===== config.mk =====
export PLATFORM = sky130hd
export DESIGN_NAME = ysyx_24100006_axi_arbiter
export DESIGN_NICKNAME = d
export VERILOG_FILES = /design/src/rtl/ysyx_24100006_axi_pkg.sv /design/src/rtl/ysyx_24100006_axi_arbiter.sv
export SDC_FILE = /design/constraint.sdc
export NUM_CORES = 1
export LEC_CHECK = 0
export BUFFER_PORTS_ARGS = -buffer_cell sky130_fd_sc_hd__clkbuf_2
export CAP_MARGIN = 20
export CORE_AREA = 3 3 166 168
export CTS_CLUSTER_DIAMETER = 100
export CTS_CLUSTER_SIZE = 40
export DETAILED_ROUTE_END_ITERATION = 10
export DIE_AREA = 0 0 169 171
export GPL_TIMING_DRIVEN = 0
export PLACE_DENSITY = 0.37
export SKIP_LAST_GASP = 1
export SLEW_MARGIN = 20
export SYNTH_ARGS = -nofsm -noshare
export SYNTH_HDL_FRONTEND = slang
export SYNTH_SLANG_ARGS = --single-unit

===== constraint.sdc =====
create_clock -name clk -period 2.12 [get_ports clk]
set_clock_uncertainty 0.05 [all_clocks]
set_input_delay 0.212 -clock clk [delete_from_list [all_inputs] [get_ports clk]]
set_output_delay 0.212 -clock clk [all_outputs]
set_load 0.05 [all_outputs]

===== src/rtl/ysyx_24100006_axi_pkg.sv =====
// Shared definitions for the IFU/LSU AXI arbiter: FSM encoding, grant
// pointer values and the write-priority rule.
package ysyx_24100006_axi_pkg;

   typedef enum logic [1:0] {
      ST_IDLE   = 2'd0,
      ST_IFU_RD = 2'd1,
      ST_LSU_RD = 2'd2,
      ST_LSU_WR = 2'd3
   } arb_state_e;

   // A pending LSU write is served before any read request when set.
   localparam bit WR_PRIORITY = 1'b1;

   localparam logic GNT_IFU = 1'b0;
   localparam logic GNT_LSU = 1'b1;

   localparam int ADDR_W = 32;
   localparam int DATA_W = 32;

endpackage


===== src/rtl/ysyx_24100006_axi_arbiter.sv =====
// Two-master (IFU read-only, LSU read/write) to one AXI master arbiter.
// One whole transaction per grant; reads are round-robin, writes go first.
module ysyx_24100006_axi_arbiter
   import ysyx_24100006_axi_pkg::*;
#(
   parameter bit RR_INIT     = 1'b0,
   parameter int RD_ONLY_IFU = 1
) (
   input  logic              clk,
   input  logic              reset,
   // IFU read port
   input  logic              ifu_arvalid,
   output logic              ifu_arready,
   input  logic [ADDR_W-1:0] ifu_araddr,
   input  logic [7:0]        ifu_arlen,
   input  logic [2:0]        ifu_arsize,
   output logic              ifu_rvalid,
   input  logic              ifu_rready,
   output logic [DATA_W-1:0] ifu_rdata,
   output logic [1:0]        ifu_rresp,
   output logic              ifu_rlast,
   // LSU read port
   input  logic              lsu_arvalid,
   output logic              lsu_arready,
   input  logic [ADDR_W-1:0] lsu_araddr,
   input  logic [7:0]        lsu_arlen,
   input  logic [2:0]        lsu_arsize,
   output logic              lsu_rvalid,
   input  logic              lsu_rready,
   output logic [DATA_W-1:0] lsu_rdata,
   output logic [1:0]        lsu_rresp,
   output logic              lsu_rlast,
   // LSU write port
   input  logic              lsu_awvalid,
   output logic              lsu_awready,
   input  logic [ADDR_W-1:0] lsu_awaddr,
   input  logic [7:0]        lsu_awlen,
   input  logic [2:0]        lsu_awsize,
   input  logic              lsu_wvalid,
   output logic              lsu_wready,
   input  logic [DATA_W-1:0] lsu_wdata,
   input  logic [3:0]        lsu_wstrb,
   input  logic              lsu_wlast,
   output logic              lsu_bvalid,
   input  logic              lsu_bready,
   output logic [1:0]        lsu_bresp,
   // Downstream master
   output logic              m_axi_awvalid,
   input  logic              m_axi_awready,
   output logic [ADDR_W-1:0] m_axi_awaddr,
   output logic [7:0]        m_axi_awlen,
   output logic [2:0]        m_axi_awsize,
   output logic              m_axi_wvalid,
   input  logic              m_axi_wready,
   output logic [DATA_W-1:0] m_axi_wdata,
   output logic [3:0]        m_axi_wstrb,
   output logic              m_axi_wlast,
   input  logic              m_axi_bvalid,
   output logic              m_axi_bready,
   input  logic [1:0]        m_axi_bresp,
   output logic              m_axi_arvalid,
   input  logic              m_axi_arready,
   output logic [ADDR_W-1:0] m_axi_araddr,
   output logic [7:0]        m_axi_arlen,
   output logic [2:0]        m_axi_arsize,
   input  logic              m_axi_rvalid,
   output logic              m_axi_rready,
   input  logic [DATA_W-1:0] m_axi_rdata,
   input  logic [1:0]        m_axi_rresp,
   input  logic              m_axi_rlast,
   output logic [1:0]        m_addr_suffix,
   output logic              busy
);

   // The IFU has no write channels, so only the read-only configuration exists.
   if (RD_ONLY_IFU == 0) begin : g_ifu_wr_unsupported
      $error("ysyx_24100006_axi_arbiter: IFU write path is not implemented");
   end

   arb_state_e state_q, state_d;
   arb_state_e gnt;
   logic       rr_q, rr_d;
   logic [1:0] suffix_q, suffix_d;

   always_ff @(posedge clk) begin
      if (!reset) begin
         state_q  <= ST_IDLE;
         rr_q     <= RR_INIT;
         suffix_q <= 2'b00;
      end else begin
         state_q  <= state_d;
         rr_q     <= rr_d;
         suffix_q <= suffix_d;
      end
   end

   always_comb begin
      state_d  = state_q;
      rr_d     = rr_q;
      suffix_d = suffix_q;
      if (m_axi_arvalid && m_axi_arready) begin
         suffix_d = m_axi_araddr[1:0];
      end
      case (state_q)
         ST_IDLE: begin
            if (WR_PRIORITY && lsu_awvalid) begin
               state_d = ST_LSU_WR;
            end else if (ifu_arvalid && lsu_arvalid) begin
               // Tie: serve whichever port was not granted last time.
               if (rr_q == GNT_IFU) begin
                  state_d = ST_LSU_RD;
                  rr_d    = GNT_LSU;
               end else begin
                  state_d = ST_IFU_RD;
                  rr_d    = GNT_IFU;
               end
            end else if (ifu_arvalid) begin
               state_d = ST_IFU_RD;
               rr_d    = GNT_IFU;
            end else if (lsu_arvalid) begin
               state_d = ST_LSU_RD;
               rr_d    = GNT_LSU;
            end else if (lsu_awvalid) begin
               state_d = ST_LSU_WR;
            end
         end
         ST_IFU_RD, ST_LSU_RD: begin
            if (m_axi_rvalid && m_axi_rready && m_axi_rlast) begin
               state_d = ST_IDLE;
            end
         end
         ST_LSU_WR: begin
            if (m_axi_bvalid && m_axi_bready) begin
               state_d = ST_IDLE;
            end
         end
         default: state_d = ST_IDLE;
      endcase
   end

   // While reset is held the routing is cut so no handshake can complete.
   assign gnt           = reset ? state_q : ST_IDLE;
   assign busy          = (state_q != ST_IDLE);
   assign m_addr_suffix = suffix_q;

   always_comb begin
      ifu_arready   = 1'b0;
      ifu_rvalid    = 1'b0;
      ifu_rdata     = '0;
      ifu_rresp     = 2'b00;
      ifu_rlast     = 1'b0;
      lsu_arready   = 1'b0;
      lsu_rvalid    = 1'b0;
      lsu_rdata     = '0;
      lsu_rresp     = 2'b00;
      lsu_rlast     = 1'b0;
      lsu_awready   = 1'b0;
      lsu_wready    = 1'b0;
      lsu_bvalid    = 1'b0;
      lsu_bresp     = 2'b00;
      m_axi_awvalid = 1'b0;
      m_axi_awaddr  = '0;
      m_axi_awlen   = 8'd0;
      m_axi_awsize  = 3'd0;
      m_axi_wvalid  = 1'b0;
      m_axi_wdata   = '0;
      m_axi_wstrb   = 4'd0;
      m_axi_wlast   = 1'b0;
      m_axi_bready  = 1'b0;
      m_axi_arvalid = 1'b0;
      m_axi_araddr  = '0;
      m_axi_arlen   = 8'd0;
      m_axi_arsize  = 3'd0;
      m_axi_rready  = 1'b0;
      case (gnt)
         ST_IFU_RD: begin
            m_axi_arvalid = ifu_arvalid;
            m_axi_araddr  = ifu_araddr;
            m_axi_arlen   = ifu_arlen;
            m_axi_arsize  = ifu_arsize;
            ifu_arready   = m_axi_arready;
            ifu_rvalid    = m_axi_rvalid;
            ifu_rdata     = m_axi_rdata;
            ifu_rresp     = m_axi_rresp;
            ifu_rlast     = m_axi_rlast;
            m_axi_rready  = ifu_rready;
         end
         ST_LSU_RD: begin
            m_axi_arvalid = lsu_arvalid;
            m_axi_araddr  = lsu_araddr;
            m_axi_arlen   = lsu_arlen;
            m_axi_arsize  = lsu_arsize;
            lsu_arready   = m_axi_arready;
            lsu_rvalid    = m_axi_rvalid;
            lsu_rdata     = m_axi_rdata;
            lsu_rresp     = m_axi_rresp;
            lsu_rlast     = m_axi_rlast;
            m_axi_rready  = lsu_rready;
         end
         ST_LSU_WR: begin
            m_axi_awvalid = lsu_awvalid;
            m_axi_awaddr  = lsu_awaddr;
            m_axi_awlen   = lsu_awlen;
            m_axi_awsize  = lsu_awsize;
            lsu_awready   = m_axi_awready;
            m_axi_wvalid  = lsu_wvalid;
            m_axi_wdata   = lsu_wdata;
            m_axi_wstrb   = lsu_wstrb;
            m_axi_wlast   = lsu_wlast;
            lsu_wready    = m_axi_wready;
            lsu_bvalid    = m_axi_bvalid;
            lsu_bresp     = m_axi_bresp;
            m_axi_bready  = lsu_bready;
         end
         default: ;
      endcase
   end

endmodule


## Yosys cells after proc, flatten, opt, wreduce, memory -nomap -nowiden

Index checks and enable logic that the tools add are counted.

- Equality and inequality tests: 9
- Multiplexer cells: 41
- Bitwise operators: 1
- Reductions and logical operators: 11

Operators with widths:

| operator | number |
|---|---|
| $mux 32 | 4 |
| $pmux 32 s2 | 1 |
| $mux 2 | 11 |
| $mux 1 | 17 |
| $pmux 8 s2 | 1 |
| $eq 2x2->1 const B | 4 |
| $mux 8 | 1 |
| $pmux 2 s3 | 1 |
| $pmux 3 s2 | 1 |
| $reduce_and 3->1 | 2 |
| $logic_and 1x1->1 | 5 |
| $ne 5x5->1 const B | 1 |
| $eq 2x1->1 const B | 2 |
| $mux 4 | 1 |
| $ne 2x2->1 const B | 2 |
| $pmux 1 s2 | 2 |
| $mux 3 | 1 |
| $reduce_bool 3->1 | 1 |
| $logic_not 2->1 | 1 |
| $reduce_bool 2->1 | 1 |
| $reduce_or 2->1 | 1 |
| $not 1->1 | 1 |

- Flip-flop bits (word level): 5
- Bits of input ports: 217
- Output and inout bits: 210
- Logic and storage cells: 65

## Logic depth before layout (Yosys ltp)

Gate-level depths: netlist of the first run.

- Depth in word-level cells: 7
- Depth in mapped cells: 8

## Worst setup path after synthesis of the first run

No wires, ideal clock.

- Path type: register -> output
- Start point: register state_q[0]
- End point: output port m_axi_araddr[0]
- Arrival time: 1.772 ns
- Slack: 0.086 ns
- Cell stages (with the launch flop): 7
- Cells stage by stage: dfxtp_1 nand2_1 inv_1 ha_1 clkbuf_8 clkbuf_1 nor2_1

- Word-level cells in the longest chain between the ends: 3
- Elaborated cells on any way between the ends: 4
- Classes of those cells: eq/ne (2); mux (2)

Ends and longest elaborated chain:

| what | line | text |
|---|---|---|
| start: declaration | ysyx_24100006_axi_arbiter.sv:80 | `arb_state_e state_q, state_d;` |
| start signal: assignment | ysyx_24100006_axi_arbiter.sv:91 | `state_q <= state_d;` |
| $mux 2 (*) | ysyx_24100006_axi_arbiter.sv:142 | `assign gnt = reset ? state_q : ST_IDLE;` |
| $eq 2x2->1 or $eq 2x1->1 (tied branches) | ysyx_24100006_axi_arbiter.sv:175 | `case (gnt)` |
| $pmux 32 s2 (*) | ysyx_24100006_axi_arbiter.sv:175 |  |
| end: declaration | ysyx_24100006_axi_arbiter.sv:63 | `output logic [ADDR_W-1:0] m_axi_araddr,` |

Mark *: on every way between the ends. The rest lies on a longest branch, timed or not.

## Final worst setup path of the first run

- Start point: register state_q[1]
- End point: output port m_axi_awaddr[24]

- Word-level cells in the longest chain between the ends: 3

Ends and longest elaborated chain:

| what | line | text |
|---|---|---|
| $mux 2 | ysyx_24100006_axi_arbiter.sv:142 |  |
| $eq 2x2->1 | ysyx_24100006_axi_arbiter.sv:175 |  |
| $mux 32 | ysyx_24100006_axi_arbiter.sv:175 |  |
| end: declaration | ysyx_24100006_axi_arbiter.sv:50 | `output logic [ADDR_W-1:0] m_axi_awaddr,` |

No other way between the ends.

==> results of run 1 <==
registers in the layout, summed over array words and instances, names as in the netlist:
name,flops
state_q,2
m_addr_suffix,2
rr_q,1
path summary, 6_finish.rpt:
path,end,slack (ns),from,cells after the start
max reg2reg,state_q[0]$_SDFFE_PN0P_,0.31,state_q[1]$_SDFFE_PN0P_,8
min reg2reg,m_addr_suffix[1]$_SDFFE_PN0P_,0.45,m_addr_suffix[1]$_SDFFE_PN0P_,1
min,rr_q$_SDFFE_PN0P_,0.25,reset,3
max,m_axi_awaddr[24],0.08,state_q[1]$_SDFFE_PN0P_,7
final cells by class:
type	instances	area, um2
Multi-Input combinational cell	281	1850
Timing Repair Buffer	430	2470
Clock buffer	4	78.8
Fill cell	2990	20900
Tap cell	335	419
Buffer	32	238
Inverter	7	26.3
Sequential cell	5	100
cells by family after synthesis:
| logic type | Yosys count | synth area share (%) |
|---|---|---|
| muxes | 2 | 0.996 |
| AOI/OAI and AO/OA | 53 | 19.9 |
| adders and majority gates | 5 | 3.11 |
| buffers and inverters | 39 | 8.90 |
| and+or+nand+nor | 221 | 62.1 |
| DFF | 5 | 4.98 |
worst reg2reg max path, cell delays in order (launching register included):
cell	delay, ns
dfxtp_1	0.32
nand2_2	0.12
inv_2	0.08
ha_4	0.18
clkbuf_16	0.16
a22oi_2	0.34
o21ai_0	0.13
nand2_1	0.13
mux2i_1	0.20
cells in the mapped netlist (all sizes together):
cell type  count  area, um2
a21boi         1       7.51
a21o           1       7.51
a21oi          1       5.00
a222oi         1       10.0
a22oi         45        338
and2         162       1010
buf           18       90.1
clkbuf        14       62.6
dfxtp          5        100
ha             5       62.6
inv            7       26.3
mux2i          2       20.0
nand2          8       30.0
nand3          2       10.0
nor2          47        176
nor2b          1       6.26
nor3b          1       12.5
o211a          2       20.0
o21ai          1       5.00
o21bai         1       7.51
cells in the final DEF, fill, tap and decap left out:
cell	instances
mux2i_1	2
a22oi_2	6
clkbuf_8	6
clkbuf_2	331
clkbuf_4	34
o211a_1	2
nor2b_1	1
a21oi_1	1
and2_1	162
nand3_1	2
buf_12	1
buf_2	41
nand2_2	2
a21boi_0	1
nor2_1	33
inv_1	5
a222oi_1	1
buf_8	2
a22oi_1	39
inv_2	2
nor2_4	2
clkbuf_1	1
ha_4	3
a21o_1	1
o21bai_1	1
nor2_2	12
ha_1	2
clkbuf_16	5
buf_6	18
nor3b_2	1
o21ai_0	1
dfxtp_1	5
nand2_1	6
buf_4	27
repair_timing:
| action | 4_1_cts | 5_1_grt |
|---|---|---|
| gates cloned | 0 | 2 |
| resized for setup | 83 | 173 |
| setup endpoints to repair | 207 | 206 |
| setup buffers | 0 | 2 |
| pin swaps | 0 | 1 |
power by group:
group	internal (mW)	switching (mW)	leakage, nW
combinational	0.920	1.90	2.88
sequential	0.117	0.0183	0.0409
clock	0.249	0.0630	0.0382
metrics by stage:
step	instance area [um2]	hold slack, ns	total power, mW	utilization, %
3_3_place_gp	4560	0.433	2.65	17.5
2_1_floorplan	2010	0.276	1.87	-
3_5_place_dp	4560	0.439	2.64	17.5
6_report	5180	0.254	3.27	19.9
4_1_cts	4860	0.233	3.09	18.7
5_1_grt	5180	0.257	3.49	19.9
routing by layer:
metal  global-route usage, %  up-vias  wire length (um)
met5                       0        -                 0
met3                    1.78       11              1270
met2                    17.3      214              8120
met4                    1.62        0               140
li1                        -     1923                 -
met1                    10.8     1711              6120
==> reports/results.txt, run 1 <==
Status = finished clean
Rel. slew slack = 75.1%
CTS tree = yes
CP cell instances = nand2_2, inv_2, ha_4, buf_2, clkbuf_4, and2_1, clkbuf_4
Antenna violations before repair = 1
Critical Path Most Common Cell = clkbuf_4
Die area = 28900 um2
1st-pass router iterations = 4
CP max stage delay = 0.36 ns
Antenna cell count = 0
Crit end category = output port
Post-detailed-route count of antenna-violating nets = 0
Worst EP required = 1.86 ns
Place WS = -0.199 ns
TNS Setup = 0 ns
Ports = 427
Fin crit share = 96.2%
Worst skew pair latency = 0.23 ns
Peak supply drop = 0.000268 V
Crit Path Class = flop to output port
Post-synthesis cell area = 2010 um2
Worst path arrival time = 1.78 ns
Max-cap violations = 0
Leakage power = 2.96 nW
HPWL Detailed = 13600 um
First-pass GRT wire length = 20800 um
Total wire length = 15700 um
Remaining global-route overflow = 0
Final setup vio count = 0
RSZ-0062 raised after global routing = yes
Hold Fails Final Rpt = 0
Fin. max-slew vios = 0
Netlist cell types = 21
# nets final = 982
Die Height = 171 um
Yosys warnings = 0
Fmax = 0.490 GHz
Sink Count = 5
Pwr Density = 632 nW/um2
I/O Buffers = 426
Crit path buffers/inverters = 4
Seq/Total Area, Yosys = 4.98%
Via count = 3859
Htree depth = 1
GPL Wtd Cong = 0.772
Hold Path Class = input port to flop
Share of cells above drive strength 1 = 65.0%
Syn nets = 547
Least-Margin Pin Slew = 0.373 ns
Horiz. Die Dim = 169 um
Vias per cell = 3.53
Tmin final = 2.04 ns
CTS Buf Count = 3
Mapped Avg Cell Area = 6.19 um2
Remaining DRCs = 0
Critical path peak fanout = 10
Slowest cell on crit path = dfxtp_1
# hold bufs at CTS = 0
Startpoint Class = flop
Drt wl/cell = 14.3 um
Crit-path leading delay family = buffers and inverters
Root Buffer = clkbuf_16
Clk buf depth = 2
Starting Density = 7.72%
Register bit total from synthesis = 5
Final setup margin = 0.0799 ns
Vias in the first global route = 3658
Synth Instances = 325
Area Overhead vs Synth = 158%
Placed Instances = 1086
Overall routing resource usage = 9.16%
Cell Count, Final, Fillers Out = 1094
Num rows = 59
DRT iter0 DRCs = 95
Core area = 26100 um2
Largest net degree at the start of global routing = 11
CTS clk-pin slew, worst paths = 0.03 ns
No activity file was read; power rests on OpenSTA's default activity.
==> run 2, diff against run 1 <==
--- a/config.mk
+++ b/config.mk
@@ -7,13 +7,16 @@
 export LEC_CHECK = 0
 export BUFFER_PORTS_ARGS = -buffer_cell sky130_fd_sc_hd__clkbuf_2
 export CAP_MARGIN = 20
-export CORE_AREA = 3 3 166 168
+export CELL_PAD_IN_SITES_DETAIL_PLACEMENT = 0
+export CELL_PAD_IN_SITES_GLOBAL_PLACEMENT = 1
+export CORE_AREA = 3 3 167 169
+export CTS_BUF_LIST = sky130_fd_sc_hd__clkbuf_4
 export CTS_CLUSTER_DIAMETER = 100
 export CTS_CLUSTER_SIZE = 40
 export DETAILED_ROUTE_END_ITERATION = 10
-export DIE_AREA = 0 0 169 171
+export DIE_AREA = 0 0 170 172
 export GPL_TIMING_DRIVEN = 0
-export PLACE_DENSITY = 0.37
+export PLACE_DENSITY = 0.58
 export SKIP_LAST_GASP = 1
 export SLEW_MARGIN = 20
 export SYNTH_ARGS = -nofsm -noshare
==> reports/results.txt, run 2 (synthesis results as in run 1) <==
First-pass GRT wire length = 20000 um (was 20800 um)
Critical path peak fanout = 10 (unchanged)
Commonest non-fill, non-tap cell in the layout = clkbuf_2 (unchanged)
Root Buffer = clkbuf_4 (was clkbuf_16)
RSZ-0062 raised after global routing = yes (unchanged)
Least-Margin Pin Slew = 0.341 ns (was 0.373 ns)
Wire length on met1 = 6320 um (was 6120 um)
Tmin final = 2.07 ns (was 2.04 ns)
Startpoint Class = flop (unchanged)
Final Power = 3.17 mW (was 3.27 mW)
Leakage power = 2.95 nW (was 2.96 nW)
Area Overhead vs Synth = 161% (was 158%)
Status = finished clean (unchanged)
Design Area, Final = 5250 um2 (was 5180 um2)
Remaining DRCs = 0 (unchanged)
Die Height = 172 um (was 171 um)
Post-detailed-route count of antenna-violating nets = 0 (unchanged)
Overall routing resource usage = 8.90% (was 9.16%)
Crit Path Class = flop to output port (unchanged)
Worst Hold End = rr_q$_SDFFE_PN0P_ (unchanged)
Largest net degree at the start of global routing = 11 (unchanged)
Cell depth of the worst hold path = 3 (unchanged)
Final setup vio count = 0 (unchanged)
R2R Path End = state_q[0]$_SDFFE_PN0P_ (unchanged)
Fin. max-slew vios = 0 (unchanged)
Rel. slew slack = 77.4% (was 75.1%)
Worst r2r src = state_q[0]$_SDFFE_PN0P_ (was state_q[1]$_SDFFE_PN0P_)
Hold Fails Final Rpt = 0 (unchanged)
Remaining global-route overflow = 0 (unchanged)
Drt wl/cell = 14.2 um (was 14.3 um)
Ports = 427 (unchanged)
CTS clk-pin slew, worst paths = 0.04 ns (was 0.03 ns)
DR top layer = met4 (unchanged)
Worst path arrival time = 1.81 ns (was 1.78 ns)
Horiz. Die Dim = 170 um (was 169 um)
Fin Hold WS = 0.220 ns (was 0.254 ns)
DP Area = 4570 um2 (was 4560 um2)
Fmax = 0.483 GHz (was 0.490 GHz)
GPL Wtd Cong = 0.787 (was 0.772)
CTS Buf Count = 3 (unchanged)
Filler cell count = 3057 (was 2990)
Max-cap violations = 0 (unchanged)
Register-to-Register Path Depth = 7 (was 8)
Clk buf depth = 2 (unchanged)
# hold bufs at CTS = 0 (unchanged)
Crit end category = output port (unchanged)
Fin crit share = 97.7% (was 96.2%)
Flop-to-flop setup slack = 0.39 ns (was 0.31 ns)
Pwr Density = 605 nW/um2 (was 632 nW/um2)
Antenna violations before repair = 1 (unchanged)
Vias per cell = 3.53 (about the same)
Hold Path Class = input port to flop (unchanged)
DRT iter0 DRCs = 86 (was 95)
1st-pass router iterations = 4 (unchanged)
Met3 Routed Length = 1310 um (was 1270 um)
Sink Count = 5 (unchanged)
Core area = 26700 um2 (was 26100 um2)
Via count = 3891 (was 3859)
Total wire length = 15700 um (about the same)
Seq. cell area = 101 um2 (was 100 um2)
Worst skew pair latency = 0.25 ns (was 0.23 ns)
Met2 wire length = 7770 um (was 8120 um)
Placed Instances = 1092 (was 1086)
Worst EP required = 1.86 ns (about the same)
Htree depth = 1 (unchanged)
Peak supply drop = 0.000272 V (was 0.000268 V)
Starting Density = 7.52% (was 7.72%)
HPWL Detailed = 13100 um (was 13600 um)
Cell Count, Final, Fillers Out = 1102 (was 1094)
Most used cells in the layout excluding fill and tap cells = clkbuf_2 (336), and2_1 (162), clkbuf_4 (47), a22oi_1 (39), nor2_1 (29) (was clkbuf_2 (331), and2_1 (162), buf_2 (41), a22oi_1 (39), clkbuf_4 (34))
CTS tree = yes (unchanged)
Vias in the first global route = 3412 (was 3658)
Num rows = 60 (was 59)
Footprint of the multi-input gates = 1860 um2 (was 1850 um2)
I/O Buffers = 426 (unchanged)
Die area = 29200 um2 (was 28900 um2)
Hold Crit Start = lsu_arvalid (was reset)
# nets final = 983 (was 982)
Share of cells above drive strength 1 = 65.8% (was 65.0%)
run 2: cell count changes in the layout (fill, tap and decap cells not counted), sizes merged:
| cell | delta |
|---|---|
| diode | +1 |
| clkbuf | +13 |
| bufbuf | +1 |
| buf | -13 |
run 2: critical path, cell delays in order (launching register included):
cell and delay [ns]:
dfxtp_1 0.36, nand2_2 0.12, ha_4 0.19, bufbuf_16 0.28, buf_6 0.14, a22oi_1 0.22, nor2_2 0.09, buf_8 0.15
run 2: layer usage:
layer	vias up	GRT usage, %
li1	1932	-
met4	0	1.83
met2	217	15.5
met1	1730	11.1
met5	-	0
met3	12	2.31
run 2: area by class of cell:
cell class / count / share of cell area (%)
Multi-Input combinational cell: 281 / 35.4
Inverter: 7 / 0.596
Antenna cell: 1 / 0.0477
Tap cell: 341 / 8.13
Sequential cell: 5 / 1.93
Timing Repair Buffer: 431 / 48.2
Buffer: 32 / 5.08
Clock buffer: 4 / 0.572
run 2: where the power goes:
group	switching [mW]	internal, mW
registers	0.0214	0.119
clock network	0.0432	0.0842
logic	1.93	0.977
run 2: metrics by stage:
| stage | setup TNS, ns | setup WS, ns | utilization, % |
|---|---|---|---|
| after floorplan | 0 | 0.0855 | - |
| after global placement | -9.32 | -0.304 | 17.1 |
| after detailed placement | -13.98 | -0.288 | 17.1 |
| after CTS | 0 | 0.000769 | 18.8 |
| after global routing | -0.0674 | -0.0294 | 19.6 |
| final | 0 | 0.0498 | 19.6 |
run 2: worst max path at each step:
stage,startpoint,end,slack [ns]
2_1_floorplan,state_q[0]$_SDFFE_PN0P_,m_axi_araddr[0],0.09
3_3_place_gp,reset,m_axi_araddr[31],-0.30
3_5_place_dp,reset,m_axi_araddr[31],-0.29
4_1_cts,state_q[1]$_SDFFE_PN0P_,m_axi_araddr[28],0.0008
5_1_grt,state_q[0]$_SDFFE_PN0P_,m_axi_araddr[12],-0.03
6_report,state_q[0]$_SDFFE_PN0P_,m_axi_araddr[12],0.05
run 2: what timing repair did:
item                       4_1_cts  5_1_grt
setup buffers                    2        1
gates resized for setup        137      111
pin swaps                        3        5
setup endpoints to repair      207      104
gates cloned                     1        1
